<file path="src/rtl/apb_master_arbiter_if.sv">
// ============================================================================
// Module   : apb_master_arbiter_if
// Brief    : Requester command/response and APB master signal bundle.
// Revision : 1.0 - initial release
// ============================================================================
`default_nettype none

interface apb_master_arbiter_if #(
    parameter int NUM_REQ = 4,
    parameter int ADDR_W  = 32,
    parameter int DATA_W  = 32
);
    localparam int STRB_W = DATA_W / 8;

    // Requester side
    logic [NUM_REQ-1:0]        req_valid;
    logic [NUM_REQ-1:0]        req_ready;
    logic [NUM_REQ-1:0]        req_write;
    logic [NUM_REQ*ADDR_W-1:0] req_addr;
    logic [NUM_REQ*DATA_W-1:0] req_wdata;
    logic [NUM_REQ*STRB_W-1:0] req_strb;
    logic [NUM_REQ*3-1:0]      req_prot;
    logic [NUM_REQ-1:0]        rsp_valid;
    logic [DATA_W-1:0]         rsp_rdata;
    logic                      rsp_slverr;

    // APB master side
    logic [ADDR_W-1:0]         paddr;
    logic [2:0]                pprot;
    logic                      psel;
    logic                      penable;
    logic                      pwrite;
    logic [DATA_W-1:0]         pwdata;
    logic [STRB_W-1:0]         pstrb;
    logic                      pready;
    logic [DATA_W-1:0]         prdata;
    logic                      pslverr;

    // The arbiter itself
    modport master (
        input  req_valid, req_write, req_addr, req_wdata, req_strb, req_prot,
        input  pready, prdata, pslverr,
        output req_ready, rsp_valid, rsp_rdata, rsp_slverr,
        output paddr, pprot, psel, penable, pwrite, pwdata, pstrb
    );

    // Requesters plus APB completer
    modport slave (
        output req_valid, req_write, req_addr, req_wdata, req_strb, req_prot,
        output pready, prdata, pslverr,
        input  req_ready, rsp_valid, rsp_rdata, rsp_slverr,
        input  paddr, pprot, psel, penable, pwrite, pwdata, pstrb
    );
endinterface

`default_nettype wire

</file>
<file path="src/rtl/apb_master_arbiter.sv">
// ============================================================================
// Module   : apb_master_arbiter
// Brief    : Round-robin arbiter sharing one APB master port among NUM_REQ
//            requesters. Optional ACCESS timeout via APB_ARB_TIMEOUT_EN.
// Revision : 1.0 - initial release
// ============================================================================
`default_nettype none

module apb_master_arbiter #(
    parameter int NUM_REQ        = 4,
    parameter int ADDR_W         = 32,
    parameter int DATA_W         = 32,
    parameter int TIMEOUT_CYCLES = 256
) (
    input  logic                 pclk,
    input  logic                 presetn,
    apb_master_arbiter_if.master bus
);

    localparam int c_STRB_W = DATA_W / 8;
    localparam int c_IDX_W  = $clog2(NUM_REQ);

    generate
        if (NUM_REQ < 2 || NUM_REQ > 8 || (DATA_W % 8) != 0 || TIMEOUT_CYCLES < 2) begin : g_bad_params
            $error("apb_master_arbiter: illegal parameter set");
        end
    endgenerate

    typedef enum logic [1:0] {
        ST_IDLE   = 2'd0,
        ST_SETUP  = 2'd1,
        ST_ACCESS = 2'd2
    } state_t;

    state_t               r_state;
    logic [c_IDX_W-1:0]   r_rr_ptr;
    logic [c_IDX_W-1:0]   r_winner;
    logic                 r_psel;
    logic                 r_penable;
    logic                 r_pwrite;
    logic [ADDR_W-1:0]    r_paddr;
    logic [2:0]           r_pprot;
    logic [DATA_W-1:0]    r_pwdata;
    logic [c_STRB_W-1:0]  r_pstrb;
    logic [NUM_REQ-1:0]   r_rsp_valid;
    logic [DATA_W-1:0]    r_rsp_rdata;
    logic                 r_rsp_slverr;

    logic                 w_any;
    logic [c_IDX_W-1:0]   w_win;
    logic [c_IDX_W:0]     w_cand;
    logic [c_IDX_W-1:0]   w_sel;
    logic                 w_tmo_hit;
    logic                 w_done;

    // Scan from the slot after the last winner, wrapping modulo NUM_REQ
    always_comb begin
        w_any  = 1'b0;
        w_win  = r_rr_ptr;
        w_cand = '0;
        w_sel  = '0;
        for (int k = 1; k <= NUM_REQ; k++) begin
            w_cand = {1'b0, r_rr_ptr} + (c_IDX_W+1)'(k);
            if (w_cand >= (c_IDX_W+1)'(NUM_REQ)) begin
                w_cand = w_cand - (c_IDX_W+1)'(NUM_REQ);
            end
            w_sel = w_cand[c_IDX_W-1:0];
            if (!w_any && bus.req_valid[w_sel]) begin
                w_any = 1'b1;
                w_win = w_sel;
            end
        end
    end

`ifdef APB_ARB_TIMEOUT_EN
    localparam int c_TMO_W = $clog2(TIMEOUT_CYCLES + 1);
    logic [c_TMO_W-1:0] r_tmo_cnt;

    // This wait cycle would bring the count to TIMEOUT_CYCLES
    assign w_tmo_hit = (r_tmo_cnt == c_TMO_W'(TIMEOUT_CYCLES - 1));
`else
    assign w_tmo_hit = 1'b0;
`endif

    assign w_done = (r_state == ST_ACCESS) && (bus.pready || w_tmo_hit);

    always_ff @(posedge pclk or negedge presetn) begin
        if (!presetn) begin
            r_state      <= ST_IDLE;
            r_rr_ptr     <= c_IDX_W'(NUM_REQ - 1);
            r_winner     <= '0;
            r_psel       <= 1'b0;
            r_penable    <= 1'b0;
            r_pwrite     <= 1'b0;
            r_paddr      <= '0;
            r_pprot      <= '0;
            r_pwdata     <= '0;
            r_pstrb      <= '0;
            r_rsp_valid  <= '0;
            r_rsp_rdata  <= '0;
            r_rsp_slverr <= 1'b0;
`ifdef APB_ARB_TIMEOUT_EN
            r_tmo_cnt    <= '0;
`endif
        end else begin
            r_rsp_valid  <= '0;
            r_rsp_rdata  <= '0;
            r_rsp_slverr <= 1'b0;
            case (r_state)
                ST_IDLE: begin
                    if (w_any) begin
                        r_state   <= ST_SETUP;
                        r_rr_ptr  <= w_win;
                        r_winner  <= w_win;
                        r_psel    <= 1'b1;
                        r_penable <= 1'b0;
                        r_pwrite  <= bus.req_write[w_win];
                        r_paddr   <= bus.req_addr[int'(w_win)*ADDR_W +: ADDR_W];
                        r_pprot   <= bus.req_prot[int'(w_win)*3 +: 3];
                        r_pwdata  <= bus.req_write[w_win] ?
                                     bus.req_wdata[int'(w_win)*DATA_W +: DATA_W] : '0;
                        r_pstrb   <= bus.req_write[w_win] ?
                                     bus.req_strb[int'(w_win)*c_STRB_W +: c_STRB_W] : '0;
                    end
                end
                ST_SETUP: begin
                    r_penable <= 1'b1;
                    r_state   <= ST_ACCESS;
`ifdef APB_ARB_TIMEOUT_EN
                    r_tmo_cnt <= '0;
`endif
                end
                ST_ACCESS: begin
                    if (w_done) begin
                        r_state      <= ST_IDLE;
                        r_psel       <= 1'b0;
                        r_penable    <= 1'b0;
                        r_pwrite     <= 1'b0;
                        r_paddr      <= '0;
                        r_pprot      <= '0;
                        r_pwdata     <= '0;
                        r_pstrb      <= '0;
                        r_rsp_valid  <= NUM_REQ'(1) << r_winner;
                        // A real pready outranks a simultaneous timeout
                        r_rsp_slverr <= bus.pready ? bus.pslverr : 1'b1;
                        r_rsp_rdata  <= (bus.pready && !r_pwrite) ? bus.prdata : '0;
                    end
`ifdef APB_ARB_TIMEOUT_EN
                    else begin
                        r_tmo_cnt <= r_tmo_cnt + c_TMO_W'(1);
                    end
`endif
                end
                default: r_state <= ST_IDLE;
            endcase
        end
    end

    assign bus.req_ready  = (r_state == ST_IDLE && w_any) ? (NUM_REQ'(1) << w_win) : '0;
    assign bus.rsp_valid  = r_rsp_valid;
    assign bus.rsp_rdata  = r_rsp_rdata;
    assign bus.rsp_slverr = r_rsp_slverr;
    assign bus.paddr      = r_paddr;
    assign bus.pprot      = r_pprot;
    assign bus.psel       = r_psel;
    assign bus.penable    = r_penable;
    assign bus.pwrite     = r_pwrite;
    assign bus.pwdata     = r_pwdata;
    assign bus.pstrb      = r_pstrb;

endmodule

`default_nettype wire

</file>
<file path="src/flat_wrapper.sv">
// flat-port wrapper written by rule: the top's interface ports become plain ports
module apb_master_arbiter_flat 
#(
    parameter int NUM_REQ        = 4,
    parameter int ADDR_W         = 32,
    parameter int DATA_W         = 32,
    parameter int TIMEOUT_CYCLES = 256
)
  (pclk, presetn, bus_req_valid, bus_req_write, bus_req_addr, bus_req_wdata, bus_req_strb, bus_req_prot, bus_pready, bus_prdata, bus_pslverr, bus_req_ready, bus_rsp_valid, bus_rsp_rdata, bus_rsp_slverr, bus_paddr, bus_pprot, bus_psel, bus_penable, bus_pwrite, bus_pwdata, bus_pstrb);
  apb_master_arbiter_if #(.NUM_REQ(NUM_REQ), .ADDR_W(ADDR_W), .DATA_W(DATA_W)) bus_i ();
  input  logic pclk;
  input  logic presetn;
  input wire logic [$bits(bus_i.req_valid)-1:0] bus_req_valid;
  input wire logic [$bits(bus_i.req_write)-1:0] bus_req_write;
  input wire logic [$bits(bus_i.req_addr)-1:0] bus_req_addr;
  input wire logic [$bits(bus_i.req_wdata)-1:0] bus_req_wdata;
  input wire logic [$bits(bus_i.req_strb)-1:0] bus_req_strb;
  input wire logic [$bits(bus_i.req_prot)-1:0] bus_req_prot;
  input wire logic [$bits(bus_i.pready)-1:0] bus_pready;
  input wire logic [$bits(bus_i.prdata)-1:0] bus_prdata;
  input wire logic [$bits(bus_i.pslverr)-1:0] bus_pslverr;
  output wire logic [$bits(bus_i.req_ready)-1:0] bus_req_ready;
  output wire logic [$bits(bus_i.rsp_valid)-1:0] bus_rsp_valid;
  output wire logic [$bits(bus_i.rsp_rdata)-1:0] bus_rsp_rdata;
  output wire logic [$bits(bus_i.rsp_slverr)-1:0] bus_rsp_slverr;
  output wire logic [$bits(bus_i.paddr)-1:0] bus_paddr;
  output wire logic [$bits(bus_i.pprot)-1:0] bus_pprot;
  output wire logic [$bits(bus_i.psel)-1:0] bus_psel;
  output wire logic [$bits(bus_i.penable)-1:0] bus_penable;
  output wire logic [$bits(bus_i.pwrite)-1:0] bus_pwrite;
  output wire logic [$bits(bus_i.pwdata)-1:0] bus_pwdata;
  output wire logic [$bits(bus_i.pstrb)-1:0] bus_pstrb;
  assign bus_i.req_valid = bus_req_valid;
  assign bus_i.req_write = bus_req_write;
  assign bus_i.req_addr = bus_req_addr;
  assign bus_i.req_wdata = bus_req_wdata;
  assign bus_i.req_strb = bus_req_strb;
  assign bus_i.req_prot = bus_req_prot;
  assign bus_i.pready = bus_pready;
  assign bus_i.prdata = bus_prdata;
  assign bus_i.pslverr = bus_pslverr;
  assign bus_req_ready = bus_i.req_ready;
  assign bus_rsp_valid = bus_i.rsp_valid;
  assign bus_rsp_rdata = bus_i.rsp_rdata;
  assign bus_rsp_slverr = bus_i.rsp_slverr;
  assign bus_paddr = bus_i.paddr;
  assign bus_pprot = bus_i.pprot;
  assign bus_psel = bus_i.psel;
  assign bus_penable = bus_i.penable;
  assign bus_pwrite = bus_i.pwrite;
  assign bus_pwdata = bus_i.pwdata;
  assign bus_pstrb = bus_i.pstrb;
  apb_master_arbiter #(.NUM_REQ(NUM_REQ), .ADDR_W(ADDR_W), .DATA_W(DATA_W), .TIMEOUT_CYCLES(TIMEOUT_CYCLES)) u_core (.pclk(pclk), .presetn(presetn), .bus(bus_i));
endmodule
</file>
<file path="config.mk">
export PLATFORM = sky130hd
export DESIGN_NAME = apb_master_arbiter_flat
export DESIGN_NICKNAME = d
export VERILOG_FILES = /design/src/rtl/apb_master_arbiter_if.sv /design/src/rtl/apb_master_arbiter.sv /design/src/flat_wrapper.sv
export SDC_FILE = /design/constraint.sdc
export NUM_CORES = 1
export LEC_CHECK = 0
export BUFFER_PORTS_ARGS = -buffer_cell sky130_fd_sc_hd__buf_2
export CAP_MARGIN = 30
export CORE_MARGIN = 4
export CORE_UTILIZATION = 23
export DETAILED_ROUTE_END_ITERATION = 8
export MAX_ROUTING_LAYER = met4
export SLEW_MARGIN = 20
export SYNTH_ARGS = -nofsm -noshare
export SYNTH_HDL_FRONTEND = slang
export SYNTH_SLANG_ARGS = --single-unit
export TNS_END_PERCENT = 5
</file>
<file path="constraint.sdc">
create_clock -name pclk -period 2.3 [get_ports pclk]
set_input_delay 0.345 -clock pclk [delete_from_list [all_inputs] [get_ports pclk]]
set_output_delay 0.345 -clock pclk [all_outputs]
set_load 0.01 [all_outputs]
</file>
==> impl_metrics.tcl <==
set metrics [dict create \
    startpoint_type "flop" \
    ys.flop_type "dfrtp_1" \
    peakVddDrop_mv 0.553 \
    internal-power_mw 7.67 \
    grt_max_degree 73 \
    yosys_warnings 0 \
    clk_latency_ps 420 \
    ios 443 \
    core.rowCount 59 \
    vias 6783 \
    layout-drive-gt1-share_pct 47.8 \
    worstPathRequired_ps 2610 \
    clock_sinks 117 \
    swShare_pct 41.4 \
    dp_hpwl_mm 18.4 \
    fin_util_pct 38.3 \
    leakage_nw 5.75 \
    power_density_nw_per_um2 1300 \
    netSwitchingPower_mw 5.43 \
    drtIter0Drc 353 \
    grt_use_total_pct 16.3 \
    htreeDepth 4 \
    grt_overflow 0 \
    netlist_instances 676 \
    first_pass_iters 6 \
    grt_pass1_vias 6507 \
    worst_hold_slack_ps 121 \
    clock-root-buffer "clkbuf_16" \
    synthArstFlopShare_pct 100 \
    numCtsBuffers 17 \
    worstPathArrival_ps 2600 \
    fin_crit_sh_pct 99.8 \
    clock_path_buffers 2 \
    timing.fmax_mhz 436 \
    dieArea_um2 29600 \
    syn-cell-area_um2 6190 \
    skew_ps 11.9 \
    nets 1468 \
    ys_top_cells_by_area "dfrtp_1 47%, nand2_1 13%, mux2i_1 12%" \
    drt-total-wl_mm 25.7 \
    endpoint_kind "flop" \
    antenna_found_initial 3 \
    ys_seq_elements 117 \
    rrSetupSlack_ps 5 \
    numPortBuffers 442 \
    pwr-share-comb_pct 55.9 \
    rsz0062_at_grt "yes" \
    critical_path_class "flop to flop" \
    ant_nets 0 \
    syn-num-nets 1004 \
    clock_power_share_pct 20.4 \
    routedWlPerCell_um 17.2 \
    path_clk_slew_ps 70 \
    grt_pass1_wl_mm 36.0 \
    hold_viol 0 \
    synth_common_cells "213 x nand2_1, 115 x dfrtp_1, 74 x a21oi_1, 74 x mux2i_1, 36 x a32o_1" \
    finalSetupViolations 0 \
    vias_per_cell 4.55 \
    area_growth_syn_to_layout_pct 62.5 \
    seq_power_share_pct 23.7 \
    post-place-cells 1435 \
    outcome "finished, final reports clean" \
    ys_types 27 \
    design.core.area_um2 26300 \
    min_period_ps 2300 \
    drc 0 \
    die_h_um 172 \
    worst-path-max-fanout 17 \
    worstHoldPathType "primary input to flop" \
    die_width_um 172 \
    synth_top_area_share_pct 46.5 \
    gp_congestion 0.857 \
    p_total_mw 13.1 \
    yosysMostFrequentCell "nand2_1" \
    worst_pin_slew_ps 521 \
    cts_tree "done" \
    initial_core_util_pct 23.5 \
    n_fill_cell 2654 \
    fin_cells 1491 \
    yosysSeqAreaShare_pct 47.4 \
    slew_headroom_pct 65.3 \
    synth_edf_count 0 \
    syn_avg_cell_area_um2 9.15 \
    slew_viol_final 0 \
    cap_violations 0 \
    yosysTopAreaCell "dfrtp_1" \
]
==> placed cells by master, fill, tap and decap left out, types with 2 or more instances in the layout <==
| cell | instances |
|---|---|
| buf_2 | 439 |
| nand2_1 | 212 |
| dfrtp_1 | 115 |
| a21oi_1 | 72 |
| mux2i_1 | 72 |
| buf_4 | 40 |
| a32o_1 | 36 |
| a211o_1 | 35 |
| and2_1 | 33 |
| clkbuf_16 | 18 |
| buf_12 | 9 |
| nor2_1 | 6 |
| inv_8 | 6 |
| inv_1 | 5 |
| bufbuf_16 | 5 |
| inv_6 | 4 |
| clkinv_8 | 4 |
| diode_2 | 3 |
| nand2b_4 | 3 |
| nand2b_1 | 3 |
| nor2_4 | 3 |
| o21ai_0 | 3 |
| buf_6 | 3 |
| nor3_1 | 2 |
| and3_1 | 2 |
| mux2i_4 | 2 |
| a21o_1 | 2 |
| dfstp_2 | 2 |
==> area by class of cell <==
cell class / instances / area (um^2) / area share, %
clock inverter: 15 / 176 / 1.75
tap: 335 / 419 / 4.17
multi-input combinational: 500 / 3140 / 31.2
antenna: 3 / 7.51 / 0.0747
inverter: 5 / 18.8 / 0.187
clock buffer: 17 / 425 / 4.23
timing repair buffer: 499 / 2940 / 29.2
sequential: 117 / 2930 / 29.1
==> critical path, stage by stage, from the launching register on <==
cell and delay [ps]:
dfstp_2 550, nand2b_4 140, o21ai_4 70, a221o_4 430, buf_16 150, buf_4 140
buf_4 210, nand2_1 130, a21oi_1 120, a211o_1 240
==> routing by layer <==
layer | share of wire, % | global-route usage, % | vias up
met5 | 0 | - | -
met1 | 38 | 17.8 | 3124
met4 | 2.2 | 5.26 | 0
li1 | - | - | 3283
met2 | 52 | 29.6 | 342
met3 | 8.2 | 3.45 | 34
==> path summary, 6_finish.rpt <==
check                                                     from                            endpoint  depth (start not counted)
worst max-delay path            u_core.r_rr_ptr[0]$_DFFE_PN1P_    u_core.bus.paddr[18]$_DFFE_PN0P_                          9
worst min-delay path                            bus_prdata[29]  u_core.bus.rsp_rdata[29]$_DFF_PN0_                          2
worst max register to register  u_core.r_rr_ptr[0]$_DFFE_PN1P_    u_core.bus.paddr[18]$_DFFE_PN0P_                          9
worst min register to register  u_core.r_winner[1]$_DFFE_PN0P_   u_core.bus.rsp_valid[0]$_DFF_PN0_                          1
max in group asynchronous                              presetn    u_core.bus.paddr[12]$_DFFE_PN0P_                          3
min in group asynchronous                              presetn  u_core.bus.rsp_rdata[20]$_DFF_PN0_                          2
==> flip-flops by register name (all words and copies together), names as in the netlist <==
name,flops
u_core.bus.rsp_slverr,1
u_core.bus.rsp_rdata,32
u_core.r_winner,2
u_core.r_state,2
u_core.bus.psel,1
u_core.bus.pwrite,1
u_core.bus.rsp_valid,4
u_core.bus.penable,1
u_core.bus.paddr,32
u_core.r_rr_ptr,2
u_core.bus.pstrb,4
u_core.bus.pwdata,32
u_core.bus.pprot,3
==> through the flow <==
step | instance area (um^2) | setup WS [ps] | setup TNS, ps
3_3_place_gp | 9030 | 9.59 | 0
5_1_grt | 10100 | -107 | -670
2_1_floorplan | 6190 | 231 | 0
6_report | 10100 | 4.96 | 0
4_1_cts | 9920 | -9.58 | -9.58
3_5_place_dp | 9030 | -33.7 | -391
==> repair_timing <==
item,4_1_cts,5_1_grt
setup buffers,10,4
gates resized for setup,8,15
hold buffers,1,0
hold endpoints to repair,34,0
setup endpoints to repair,40,55
pin swaps,4,2
gates cloned,5,1
==> cells by family (layout without fill, tap and decap cells) <==
family | after synthesis | after routing | synth area share, %
other cells | 0 | 3 | 0
compound gates | 157 | 157 | 18.2
flops | 117 | 117 | 47.4
buf+inv | 59 | 536 | 4.37
simple gates | 269 | 269 | 18.1
mux | 74 | 74 | 12.0
==> power by group through the flow <==
stage               clock (mW)  combinational, mW  sequential [mW]
floorplan                    0               3.64             3.37
finish                    2.67               7.32             3.10
CTS                       2.76               7.19             3.10
global placement             0               6.35             3.12
global route              2.86               7.95             3.18
detailed placement           0               6.43             3.13
(Power assumes the default switching activity.)
